**config.mk**
```make
export PLATFORM = sky130hd
export DESIGN_NAME = cfo_est_avg
export DESIGN_NICKNAME = d
export VERILOG_FILES = /design/src/rtl/cfo_est_avg_pkg.sv /design/src/rtl/cfo_out_reg.sv /design/src/rtl/cfo_est_avg.sv
export SDC_FILE = /design/constraint.sdc
export NUM_CORES = 1
export LEC_CHECK = 0
export ABC_AREA = 1
export CORE_MARGIN = 8
export CORE_UTILIZATION = 50
export DETAILED_ROUTE_END_ITERATION = 16
export PLACE_DENSITY = 0.82
export SLEW_MARGIN = 20
export SYNTH_ARGS = -nofsm -noshare
export SYNTH_HDL_FRONTEND = slang
export SYNTH_SLANG_ARGS = --single-unit
export TNS_END_PERCENT = 10
```
**constraint.sdc**
```tcl
create_clock -name clk -period 5.3 [get_ports clk]
set_input_delay 1.06 -clock clk [delete_from_list [all_inputs] [get_ports clk]]
set_output_delay 1.06 -clock clk [all_outputs]
set_load 0.05 [all_outputs]
```
**src/rtl/cfo_est_avg_pkg.sv**
```systemverilog
// Shared data types for the CFO estimation chain (argmax -> averager -> correction).
// BLK_LAST is the final in-block argmax count; argmax and the averager must agree on it.
package cfo_est_avg_pkg;
    localparam int THETA_W = 8;
    localparam int EPS_W   = 21;

    typedef logic [THETA_W-1:0]      theta_t;
    typedef logic signed [EPS_W-1:0] eps_t;

    localparam logic signed [9:0] BLK_LAST = 10'sd255;

    typedef struct packed {
        theta_t theta;
        eps_t   eps;
        logic   stable;
    } cfo_est_t;
endpackage

```
**src/rtl/cfo_out_reg.sv**
```systemverilog
// One-entry valid/ready output register. A new word arriving while an unaccepted
// word is held is dropped, and the sticky overrun flag is raised instead.
module cfo_out_reg #(
    parameter int W = 8
) (
    input  logic         clk,
    input  logic         rst,
    input  logic         load_i,
    input  logic [W-1:0] data_i,
    input  logic         ready_i,
    output logic         valid_o,
    output logic [W-1:0] data_o,
    output logic         overrun_o
);
    logic         valid_q, valid_d;
    logic         overrun_q, overrun_d;
    logic [W-1:0] data_q, data_d;

    // A held word may be replaced only on the cycle it is being accepted.
    always_comb begin
        valid_d   = valid_q;
        data_d    = data_q;
        overrun_d = overrun_q;
        if (load_i && (!valid_q || ready_i)) begin
            valid_d = 1'b1;
            data_d  = data_i;
        end else if (load_i) begin
            overrun_d = 1'b1;
        end else if (valid_q && ready_i) begin
            valid_d = 1'b0;
        end
    end

    always_ff @(posedge clk or posedge rst) begin
        if (rst) begin
            valid_q   <= 1'b0;
            data_q    <= '0;
            overrun_q <= 1'b0;
        end else begin
            valid_q   <= valid_d;
            data_q    <= data_d;
            overrun_q <= overrun_d;
        end
    end

    assign valid_o   = valid_q;
    assign data_o    = data_q;
    assign overrun_o = overrun_q;
endmodule

```
**src/rtl/cfo_est_avg.sv**
```systemverilog
// Averages the per-block eps decision of the argmax stage over NAVG blocks and
// hands {theta, mean eps, theta_stable} to the correction stage.
module cfo_est_avg
    import cfo_est_avg_pkg::*;
#(
    parameter int NAVG       = 4,
    parameter int CNT_W      = 10,
    localparam int LOG2_NAVG = $clog2(NAVG)
) (
    input  logic                    clk,
    input  logic                    rst,
    input  logic                    en,
    input  logic signed [CNT_W-1:0] cnt_in,
    input  theta_t                  theta_in,
    input  eps_t                    eps_in,
    output logic                    out_valid,
    input  logic                    out_ready,
    output theta_t                  theta_o,
    output eps_t                    eps_o,
    output logic                    theta_stable,
    output logic [LOG2_NAVG:0]      blk_cnt,
    output logic                    overrun
);
    localparam int ACC_W = EPS_W + LOG2_NAVG;
    localparam int BC_W  = LOG2_NAVG + 1;

    localparam logic [0:0] IDLE  = 1'b0;
    localparam logic [0:0] ACCUM = 1'b1;

    logic [0:0]              state_q, state_d;
    logic                    prev255_q;
    logic                    blk_done, capture, grp_done, first_cap;
    logic signed [ACC_W-1:0] acc_q, acc_d, acc_next;
    logic [BC_W-1:0]         blk_cnt_q, blk_cnt_d;
    theta_t                  theta_first_q, theta_first_d;
    logic                    stable_q, stable_d, stable_next;
    cfo_est_t                result, held;

    // A boundary is a 0 directly after 255; the 0 reached from warm-up (-1) is not one.
    assign blk_done  = (cnt_in == '0) && prev255_q;
    assign capture   = (state_q == ACCUM) && en && blk_done;
    assign first_cap = (blk_cnt_q == '0);
    assign grp_done  = capture && (blk_cnt_q == BC_W'(NAVG - 1));

    assign acc_next    = acc_q + ACC_W'(eps_in);
    assign stable_next = first_cap ? 1'b1 : (stable_q && (theta_in == theta_first_q));

    always_comb begin
        result.theta  = theta_in;
        result.eps    = EPS_W'(acc_next >>> LOG2_NAVG);
        result.stable = stable_next;
    end

    always_comb begin
        state_d       = state_q;
        acc_d         = acc_q;
        blk_cnt_d     = blk_cnt_q;
        theta_first_d = theta_first_q;
        stable_d      = stable_q;
        if (!en) begin
            state_d   = IDLE;
            acc_d     = '0;
            blk_cnt_d = '0;
            stable_d  = 1'b0;
        end else if (state_q == IDLE) begin
            state_d = ACCUM;
        end else if (capture) begin
            stable_d      = stable_next;
            theta_first_d = first_cap ? theta_in : theta_first_q;
            if (grp_done) begin
                acc_d     = '0;
                blk_cnt_d = '0;
            end else begin
                acc_d     = acc_next;
                blk_cnt_d = blk_cnt_q + 1'b1;
            end
        end
    end

    always_ff @(posedge clk or posedge rst) begin
        if (rst) begin
            state_q       <= IDLE;
            prev255_q     <= 1'b0;
            acc_q         <= '0;
            blk_cnt_q     <= '0;
            theta_first_q <= '0;
            stable_q      <= 1'b0;
        end else begin
            state_q       <= state_d;
            prev255_q     <= (cnt_in == CNT_W'(BLK_LAST));
            acc_q         <= acc_d;
            blk_cnt_q     <= blk_cnt_d;
            theta_first_q <= theta_first_d;
            stable_q      <= stable_d;
        end
    end

    cfo_out_reg #(
        .W($bits(cfo_est_t))
    ) u_out_reg (
        .clk       (clk),
        .rst       (rst),
        .load_i    (grp_done),
        .data_i    (result),
        .ready_i   (out_ready),
        .valid_o   (out_valid),
        .data_o    (held),
        .overrun_o (overrun)
    );

    assign theta_o      = held.theta;
    assign eps_o        = held.eps;
    assign theta_stable = held.stable;
    assign blk_cnt      = blk_cnt_q;
endmodule
```
==> impl_metrics.py, run 1 <==
metrics = {
    "critical_path": {
        "cp_top_family": "simple AND/OR/NAND/NOR gates",
        "criticalPathCategory": "input pin to flip-flop",
        "crit_cells": 10,
        "max_stage_delay_ns": 0.66,
        "crit_chain": "clkdlybuf4s50_1 -> nor2_1 -> nand3_1 -> nor2_1 -> nand3_1 -> inv_2 -> nand3_2 -> inv_2 -> nand3_1 -> nand2_1",
        "startpoint_type": "input pin",
        "cp-end-kind": "flip-flop",
        "rr_worst_depth": 7,
        "crit_buf_inv": 3,
        "critical_path.max_fanout": 39,
        "required_ns": 5.59,
        "critPathSlowestCell": "inv_2",
        "cp.arrival_ns": 3.72,
        "cp_common_cell": "nand3_1",
    },
    "synthesis": {
        "synth_top_area_share": 0.393,
        "synth_simple_gate_area_frac": 0.356,
        "avgSynthCellArea_um2": 6.98,
        "synth_xor_area_frac": 0.0219,
        "synth_fa_ha_area_frac": 0.0730,
        "synth_top_area_cell": "dfrtp_1",
        "yosysWarnings": 0,
        "async_flop_share": 1.00,
        "ys_ff_latch": 69,
        "synth-compound-area-share": 0.0570,
        "synth_top_family_by_area": "simple AND/OR/NAND/NOR gates",
        "synthTopCellsByArea": "dfrtp_1 39%, nand2_1 22%, inv_1 7.9%, ha_1 6.8%, nand3_1 5.2%",
        "synth_flop_cell": "dfrtp_1",
        "ys_types": 29,
        "syn_inst": 629,
        "synth_nets": 697,
        "seq_area_frac_synth": 0.393,
        "synth_edf_count": 0,
        "synth_mux_area_frac": 0,
        "syn_area_um2": 4390,
    },
    "sta": {
        "worst_slew_pin_slew_ns": 0.894,
        "max_slew_margin": 0.403,
        "finalSetupTns_ns": 0,
        "rsz0062_at_grt": "false",
        "finalCritPeriodShare": 0.648,
        "fmax_ghz": 0.291,
        "finalSetupViolCount": 0,
        "hold_viol": 0,
        "maxSlewViolCount": 0,
        "min_period_ns": 3.44,
        "fin_ws_ns": 1.86,
        "fin_skew_ns": 0.00672,
    },
    "min_path": {
        "hold_path.class": "flip-flop to flip-flop",
        "hold_path_depth": 2,
    },
    "final_layout": {
        "final_nets": 775,
        "n_antenna_cell": 0,
        "drive_above_1_share": 0.0421,
        "final_design_area_no_fill_um2": 5450,
        "utilization": 0.631,
        "fill_cells": 784,
        "area_growth_pct": 24.1,
        "multi_input_area_um2": 2230,
        "regArea_um2": 1730,
    },
    "die": {
        "rows": 34,
        "core-area_um2": 8640,
        "dieArea_um2": 12000,
        "ios": 78,
        "die_x_um": 110,
        "die_h_um": 110,
        "start_util": 0.508,
    },
    "detailed_routing": {
        "dr.pass1.iters": 4,
        "antenna_left": 0,
        "initialDrtViolationCount": 148,
        "viasPerCell": 5.04,
        "num_vias": 4130,
        "drc": 0,
        "post_drt_wl_per_cell_um": 13.8,
        "drt_wl_total_mm": 11.3,
    },
    "pwr": {
        "p_clk_frac": 0.438,
        "leakagePower_nw": 2.97,
        "power_density_nw_per_um2": 204,
        "ir_drop_mv": 0.130,
        "seq_power_share": 0.474,
        "switching_share": 0.244,
        "p_int_uw": 838,
        "combinationalPowerShare": 0.088,
        "switchingPower_uw": 271,
    },
    "cts": {
        "cts-root-buf": "clkbuf_8",
        "ctsResizeCount": 0,
        "cts_post_setup_buffers_inserted": 0,
        "numCtsBuffers": 9,
        "cts_sinks": 69,
        "clock_latency_ns": 0.35,
        "cts_tree": "built",
        "clk_pin_slew_worst_paths_ns": 0.08,
        "cts_buffer_depth": 2,
        "htree_levels": 3,
        "post_cts_hold_buffer_count": 0,
    },
    "placement": {
        "dpl.hpwl_mm": 8.69,
        "pre_cts_ws_ns": 1.60,
        "post_dp_cell_area_um2": 5220,
        "portBuffers": 77,
        "place.gp.congestion": 0.946,
    },
    "global_route": {
        "grt_pass1_vias": 4291,
        "grtUsageTotal": 0.201,
        "gr-usage-met2": 0.349,
        "use_met3": 0.0598,
        "use_met1": 0.233,
        "grt.overflow.total": 0,
        "grt_first_pass_wirelength_mm": 19.3,
        "antenna_found_initial": 0,
        "grt_start_max_net_pins": 45,
        "busiest_layer": "met2",
    },
    "outcome": {
        "outcome": "completed",
    },
    "flow_run": {
        "cap_violations": 0,
    },
}
[metrics by stage]
step	total power, mW	hold slack (ns)	std cells
finish	1.11	0.483	820
global route	1.16	0.511	820
CTS	1.12	0.486	820
detailed placement	0.635	0.466	804
global placement	0.632	0.461	804
floorplan	0.586	0.453	629
[Yosys cell counts, types with 4 or more instances]
cell type / count
nand4_1: 8
nand2_1: 262
inv_1: 92
o21ai_0: 21
nand3b_1: 7
or2_2: 6
buf_4: 4
xnor2_1: 6
nand3_1: 46
nor2_1: 38
xor2_1: 5
ha_1: 24
a22o_1: 7
a21oi_1: 11
dfrtp_1: 69
[worst reg2reg max path, stage by stage (launching register included)]
cell and delay [ns]:
dfrtp_1 0.38, ha_1 0.18, inv_1 0.06, nor2_1 0.24, nand3_2 0.71, inv_2 0.67
nand3_1 0.17, nand2_1 0.10
[power groups by stage]
stage	Clock, mW	Sequential, mW	Combinational (mW)
4_1_cts	0.497	0.526	0.0981
2_1_floorplan	0	0.537	0.0494
3_5_place_dp	0	0.537	0.0976
3_3_place_gp	0	0.537	0.0952
5_1_grt	0.521	0.527	0.109
6_report	0.486	0.526	0.0972
[cell type report]
cell class,count,share of cell area
multi-input cells,455,0.410
clock inverters,7,0.0179
clock buffers,9,0.0227
flip-flops and latches,69,0.317
inverters,94,0.0648
well taps,108,0.0248
repair buffers,78,0.143
[cell usage in the layout, fill, tap and decap left out, drive strengths merged]
master           n
xnor2            6
buf              1
fa               1
o21ai           21
nor3             4
nand3b           7
o22ai            1
bufinv           2
nand4            8
clkbuf           9
a22o             7
clkinvlp         2
nor4             1
or2              6
dfrtp           69
nand3           48
nor3b            1
o21bai           1
xor2             5
clkdlybuf4s50   77
nand2          262
clkinv           1
ha              24
inv             96
a21oi           11
o211ai           2
nor2            39
[sequential cells by signal (all words and copies together) (netlist names)]
register / cells
state_q: 1
theta_first_q: 8
stable_q: 1
prev255_q: 1
acc_q: 23
blk_cnt: 3
u_out_reg.data_o: 30
u_out_reg.valid_o: 1
u_out_reg.overrun_o: 1
[kinds of logic (layout without fill, tap and decap cells)]
group	after synthesis	after routing
AO/OA/AOI/OAI	43	43
XOR/XNOR	11	11
adder cells (fa/ha/maj)	25	25
buffers and inverters	105	188
flip-flops	69	69
AND/OR/NAND/NOR	376	376
[routing by layer]
| layer | routed length (um) | vias up | share of wire |
|---|---|---|---|
| met5 | 0 | - | 0 |
| met4 | 157 | 0 | 0.014 |
| met3 | 773 | 13 | 0.068 |
| met2 | 5570 | 92 | 0.49 |
| met1 | 4810 | 1917 | 0.43 |
| li1 | - | 2108 | - |
[worst paths after layout]
kind / slack [ns] / end / from
worst max-delay path: 1.86 / u_out_reg.data_o[16]$_DFFE_PP0P_ / cnt_in[1]
worst min-delay path: 0.48 / u_out_reg.data_o[8]$_DFFE_PP0P_ / u_out_reg.data_o[8]$_DFFE_PP0P_
worst max register to register: 2.74 / u_out_reg.data_o[16]$_DFFE_PP0P_ / blk_cnt[0]$_DFFE_PP0P_
worst min register to register: 0.48 / u_out_reg.data_o[8]$_DFFE_PP0P_ / u_out_reg.data_o[8]$_DFFE_PP0P_
max in group asynchronous: 3.20 / acc_q[6]$_DFFE_PP0P_ / rst
min in group asynchronous: 1.22 / u_out_reg.data_o[27]$_DFFE_PP0P_ / rst
(Power assumes the default switching activity.)
==> run 2, diff against run 1 <==
Settings changed: CORE_UTILIZATION 50 to 48, PLACE_DENSITY 0.82 to 0.83.
Clock period 5.3 ns to 3.1 ns, I/O delays scaled along.
==> impl_metrics.py, run 2 (synthesis results as in run 1) <==
metrics = {
    "outcome": {
        "outcome": "completed",
    },
    "placement": {
        "place.gp.congestion": 0.946,
        "dpl.hpwl_mm": 9.11,
        "post_dp_cell_area_um2": 5260,
        "portBuffers": 77,
        "pre_cts_ws_ns": 0.314,
    },
    "final_layout": {
        "drive_above_1_share": 0.0448,
        "final_design_area_no_fill_um2": 5450,
        "final_cell_mix": "262 x nand2_1, 91 x inv_1, 77 x clkdlybuf4s50_1",
        "final_nets": 778,
        "largest_reg_flops": 30,
        "mostFrequentLayoutCell": "nand2_1",
        "area_growth_pct": 24.1,
        "n_antenna_cell": 0,
    },
    "pwr": {
        "total_power_mw": 1.81,
        "power_density_nw_per_um2": 332,
        "leakagePower_nw": 2.97,
        "ir_drop_mv": 0.216,
    },
    "min_path": {
        "hold_path.class": "flip-flop to flip-flop",
        "hold_path_depth": 2,
    },
    "cts": {
        "numCtsBuffers": 9,
        "cts_sinks": 69,
        "clock_latency_ns": 0.35,
        "cts-root-buf": "clkbuf_8",
        "post_cts_hold_buffer_count": 0,
        "cts_buffer_depth": 2,
        "cts_post_setup_buffers_inserted": 0,
        "clk_pin_slew_worst_paths_ns": 0.08,
        "ctsResizeCount": 0,
        "cts_tree": "built",
        "htree_levels": 3,
    },
    "sta": {
        "fmax_ghz": 0.413,
        "maxSlewViolCount": 0,
        "fin_hold_ws_ns": 0.480,
        "min_period_ns": 2.42,
        "fin_ws_ns": 0.680,
        "rsz0062_at_grt": "false",
        "finalSetupViolCount": 0,
        "worst_slew_pin_slew_ns": 0.772,
        "max_slew_margin": 0.485,
        "fin_skew_ns": 0.00997,
        "finalSetupTns_ns": 0,
        "hold_viol": 0,
        "finalCritPeriodShare": 0.781,
    },
    "critical_path": {
        "rr_worst_depth": 11,
        "cp.arrival_ns": 2.65,
        "startpoint_type": "input pin",
        "critical_path.max_fanout": 3,
        "required_ns": 3.33,
        "criticalPathCategory": "input pin to flip-flop",
        "cp-end-kind": "flip-flop",
    },
    "die": {
        "ios": 78,
        "start_util": 0.484,
        "core-area_um2": 9060,
        "dieArea_um2": 12500,
        "rows": 35,
        "die_x_um": 112,
        "die_h_um": 112,
    },
    "detailed_routing": {
        "drt_wl_total_mm": 11.7,
        "dr.pass1.iters": 5,
        "viasPerCell": 5.10,
        "num_vias": 4209,
        "post_drt_wl_per_cell_um": 14.2,
        "drc": 0,
        "antenna_left": 0,
        "initialDrtViolationCount": 251,
    },
    "flow_run": {
        "cap_violations": 0,
    },
    "global_route": {
        "grt_pass1_vias": 4193,
        "grt_start_max_net_pins": 42,
        "grt.overflow.total": 0,
        "antenna_found_initial": 0,
        "grt_first_pass_wirelength_mm": 20.0,
        "grtUsageTotal": 0.196,
    },
}
## run 2: cell count changes in the layout (fill, tap and decap cells not counted), sizes merged
cell    delta
inv        -1
bufinv     -1
clkinv     +1
buf        +3
## run 2: routing by layer
layer	global-route usage	wire length, um	up-vias
li1	-	-	2122
met1	0.247	5510	1949
met2	0.317	5380	119
met3	0.0438	591	19
met4	0.0784	248	0
met5	0	0	-
## run 2: worst paths after layout
| check | startpoint | to | slack (ns) |
|---|---|---|---|
| max in group asynchronous | rst | prev255_q$_DFF_PP0_ | 1.77 |
| worst max register to register | acc_q[0]$_DFFE_PP0P_ | u_out_reg.data_o[11]$_DFFE_PP0P_ | 1.00 |
| worst min-delay path | u_out_reg.data_o[3]$_DFFE_PP0P_ | u_out_reg.data_o[3]$_DFFE_PP0P_ | 0.48 |
| worst max-delay path | eps_in[0] | u_out_reg.data_o[11]$_DFFE_PP0P_ | 0.68 |
| min in group asynchronous | rst | u_out_reg.data_o[22]$_DFFE_PP0P_ | 0.68 |
| worst min register to register | u_out_reg.data_o[3]$_DFFE_PP0P_ | u_out_reg.data_o[3]$_DFFE_PP0P_ | 0.48 |
## run 2: through the flow
step	util	cells
CTS	0.601	825
global placement	0.580	810
detailed placement	0.580	810
floorplan	-	629
global route	0.601	825
finish	0.601	825
## run 2: cell type report
type | count | area (um^2)
Fill cell | 837 | 3620
Multi-Input combinational cell | 455 | 2230
Sequential cell | 69 | 1730
Timing Repair Buffer | 81 | 813
Inverter | 94 | 353
Tap cell | 111 | 139
Clock buffer | 9 | 124
Clock inverter | 6 | 63.8
## run 2: critical path, cell delays in order
cell and delay, ns:
clkdlybuf4s50_1 0.40, ha_1 0.26, fa_1 0.45, nand2_1 0.08
nand2_1 0.07, nand2_1 0.13, o21ai_0 0.09, buf_4 0.15
nand2_1 0.09, nand3b_1 0.12, nand3_1 0.12, nand2_1 0.06
## run 2: power by group
part | switching (mW) | total, mW | internal (mW)
logic | 0.0929 | 0.172 | 0.0786
registers | 0.000154 | 0.900 | 0.900
clock network | 0.371 | 0.738 | 0.367
total | 0.464 | 1.81 | 1.35
==> run 3, diff against run 2 <==
Settings changed: CORE_UTILIZATION 48 to 50, PLACE_DENSITY 0.83 to 0.82.
Clock period 3.1 ns to 2.3 ns, I/O delays scaled along.
==> impl_metrics.py, run 3 (synthesis results as in run 1) <==
metrics = {
    "outcome": {
        "outcome": "completed",
    },
    "cts": {
        "cts_sinks": 69,
        "cts-root-buf": "clkbuf_8",
        "clock_latency_ns": 0.35,
        "cts_post_setup_buffers_inserted": 0,
        "cts_buffer_depth": 2,
        "clk_pin_slew_worst_paths_ns": 0.08,
        "numCtsBuffers": 9,
        "htree_levels": 3,
        "cts_tree": "built",
    },
    "critical_path": {
        "r2r_slack_ns": 0.35,
        "startpoint_type": "input pin",
        "critPathSlowestCell": "clkdlybuf4s50_1",
        "crit_cells": 12,
        "cp.arrival_ns": 2.35,
        "rr_worst_depth": 11,
        "crit_chain": "clkdlybuf4s50_1 -> ha_1 -> buf_4 -> nand2_1 -> nand2_1 -> nand2_1 -> nand2_1 -> nand2_1 -> nand3_1 -> or2_2 -> nand3_1 -> nand2_1",
        "r2r-start": "acc_q[2]$_DFFE_PP0P_",
        "max_stage_delay_ns": 0.42,
        "required_ns": 2.53,
        "cp_common_cell": "nand2_1",
        "cp-end-kind": "flip-flop",
        "critical_path.max_fanout": 5,
        "crit_buf_inv": 2,
        "cp_top_family": "simple AND/OR/NAND/NOR gates",
        "criticalPathCategory": "input pin to flip-flop",
        "crit_start": "eps_in[2]",
        "r2r_end": "acc_q[9]$_DFFE_PP0P_",
    },
    "die": {
        "rows": 34,
        "start_util": 0.508,
        "ios": 78,
        "dieArea_um2": 12000,
        "die_h_um": 110,
        "die_x_um": 110,
        "core-area_um2": 8640,
    },
    "global_route": {
        "grtUsageTotal": 0.214,
        "antenna_found_initial": 0,
        "grt.overflow.total": 0,
        "grt_first_pass_wirelength_mm": 20.6,
        "grt_pass1_vias": 4673,
        "grt_start_max_net_pins": 57,
    },
    "final_layout": {
        "mostFrequentLayoutCell": "nand2_1",
        "largest_reg_flops": 30,
        "final_nets": 808,
        "multi_input_area_um2": 2230,
        "area_growth_pct": 30.9,
        "n_antenna_cell": 0,
        "fill_cells": 752,
        "final_cell_mix": "262 x nand2_1, 91 x inv_1, 77 x clkdlybuf4s50_1",
        "fin_cells": 853,
        "regArea_um2": 1730,
        "drive_above_1_share": 0.0832,
    },
    "sta": {
        "finalCritPeriodShare": 0.921,
        "finalSetupTns_ns": 0,
        "rsz0062_at_grt": "false",
        "worst_slew_pin_slew_ns": 0.555,
        "maxSlewViolCount": 0,
        "finalSetupViolCount": 0,
        "hold_viol": 0,
        "fmax_ghz": 0.472,
        "min_period_ns": 2.12,
        "max_slew_margin": 0.629,
        "fin_skew_ns": 0.0101,
    },
    "detailed_routing": {
        "num_vias": 4364,
        "met3_length_um": 917,
        "viasPerCell": 5.12,
        "drt_wl_total_mm": 12.1,
        "dr.pass1.iters": 4,
        "route.layer.met1.wl_mm": 4.96,
        "post_drt_wl_per_cell_um": 14.2,
        "antenna_left": 0,
        "wl_met2_mm": 5.89,
        "topRoutingLayerUsed": "met4",
        "initialDrtViolationCount": 171,
        "drc": 0,
    },
    "placement": {
        "place_inst": 837,
        "dpl.hpwl_mm": 9.34,
        "portBuffers": 77,
        "place.gp.congestion": 0.908,
    },
    "min_path": {
        "hold_path.class": "input pin to async pin",
    },
    "pwr": {
        "ir_drop_mv": 0.334,
        "leakagePower_nw": 3.15,
        "total_power_mw": 2.67,
        "power_density_nw_per_um2": 465,
    },
    "flow_run": {
        "cap_violations": 0,
    },
}
-- run 3: worst reg2reg max path, cell delays in order (launching register included) --
cell     delay, ns
dfrtp_1       0.39
ha_1          0.34
buf_4         0.16
nand2_1       0.05
nand2_1       0.05
nand2_1       0.05
nand2_1       0.05
nand2_1       0.05
nand3_1       0.19
or2_2         0.36
nand3_1       0.08
nand2_1       0.06
-- run 3: layer usage --
layer | up-vias | track usage
met5 | - | 0
met4 | 0 | 0.100
met3 | 28 | 0.0539
met2 | 128 | 0.366
met1 | 2036 | 0.245
li1 | 2172 | -
-- run 3: report_power, final --
| group | switching [mW] | internal, mW |
|---|---|---|
| logic | 0.128 | 0.122 |
| clock network | 0.489 | 0.721 |
| registers | 0.000310 | 1.21 |
-- run 3: per-stage QoR --
step           hold slack [ns]  cell area, um^2  utilization  setup slack (ns)
2_1_floorplan            0.453             4390            -             0.100
3_3_place_gp             0.462             5510        0.638           -0.0980
3_5_place_dp             0.469             5510        0.638            -0.149
4_1_cts                  0.372             5750        0.665             0.218
5_1_grt                  0.406             5750        0.665            0.0556
6_report                 0.379             5750        0.665             0.182
-- run 3: how the worst max path moves through the flow --
stage                                      end
2_1_floorplan             acc_q[0]$_DFFE_PP0P_
5_1_grt                  acc_q[18]$_DFFE_PP0P_
6_report                  acc_q[9]$_DFFE_PP0P_
4_1_cts                   acc_q[9]$_DFFE_PP0P_
3_3_place_gp   u_out_reg.data_o[9]$_DFFE_PP0P_
3_5_place_dp   u_out_reg.data_o[9]$_DFFE_PP0P_
-- run 3: layout make-up --
class,count,area share
multi-input cells,455,0.388
flip-flops and latches,69,0.301
repair buffers,111,0.185
inverters,94,0.0614
well taps,108,0.0235
clock buffers,10,0.0222
clock inverters,6,0.0194
-- run 3: timing repair --
item,in CTS,in global routing
gates resized for setup,0,1
endpoints found under the setup margin,0,1
hold buffers,0,0
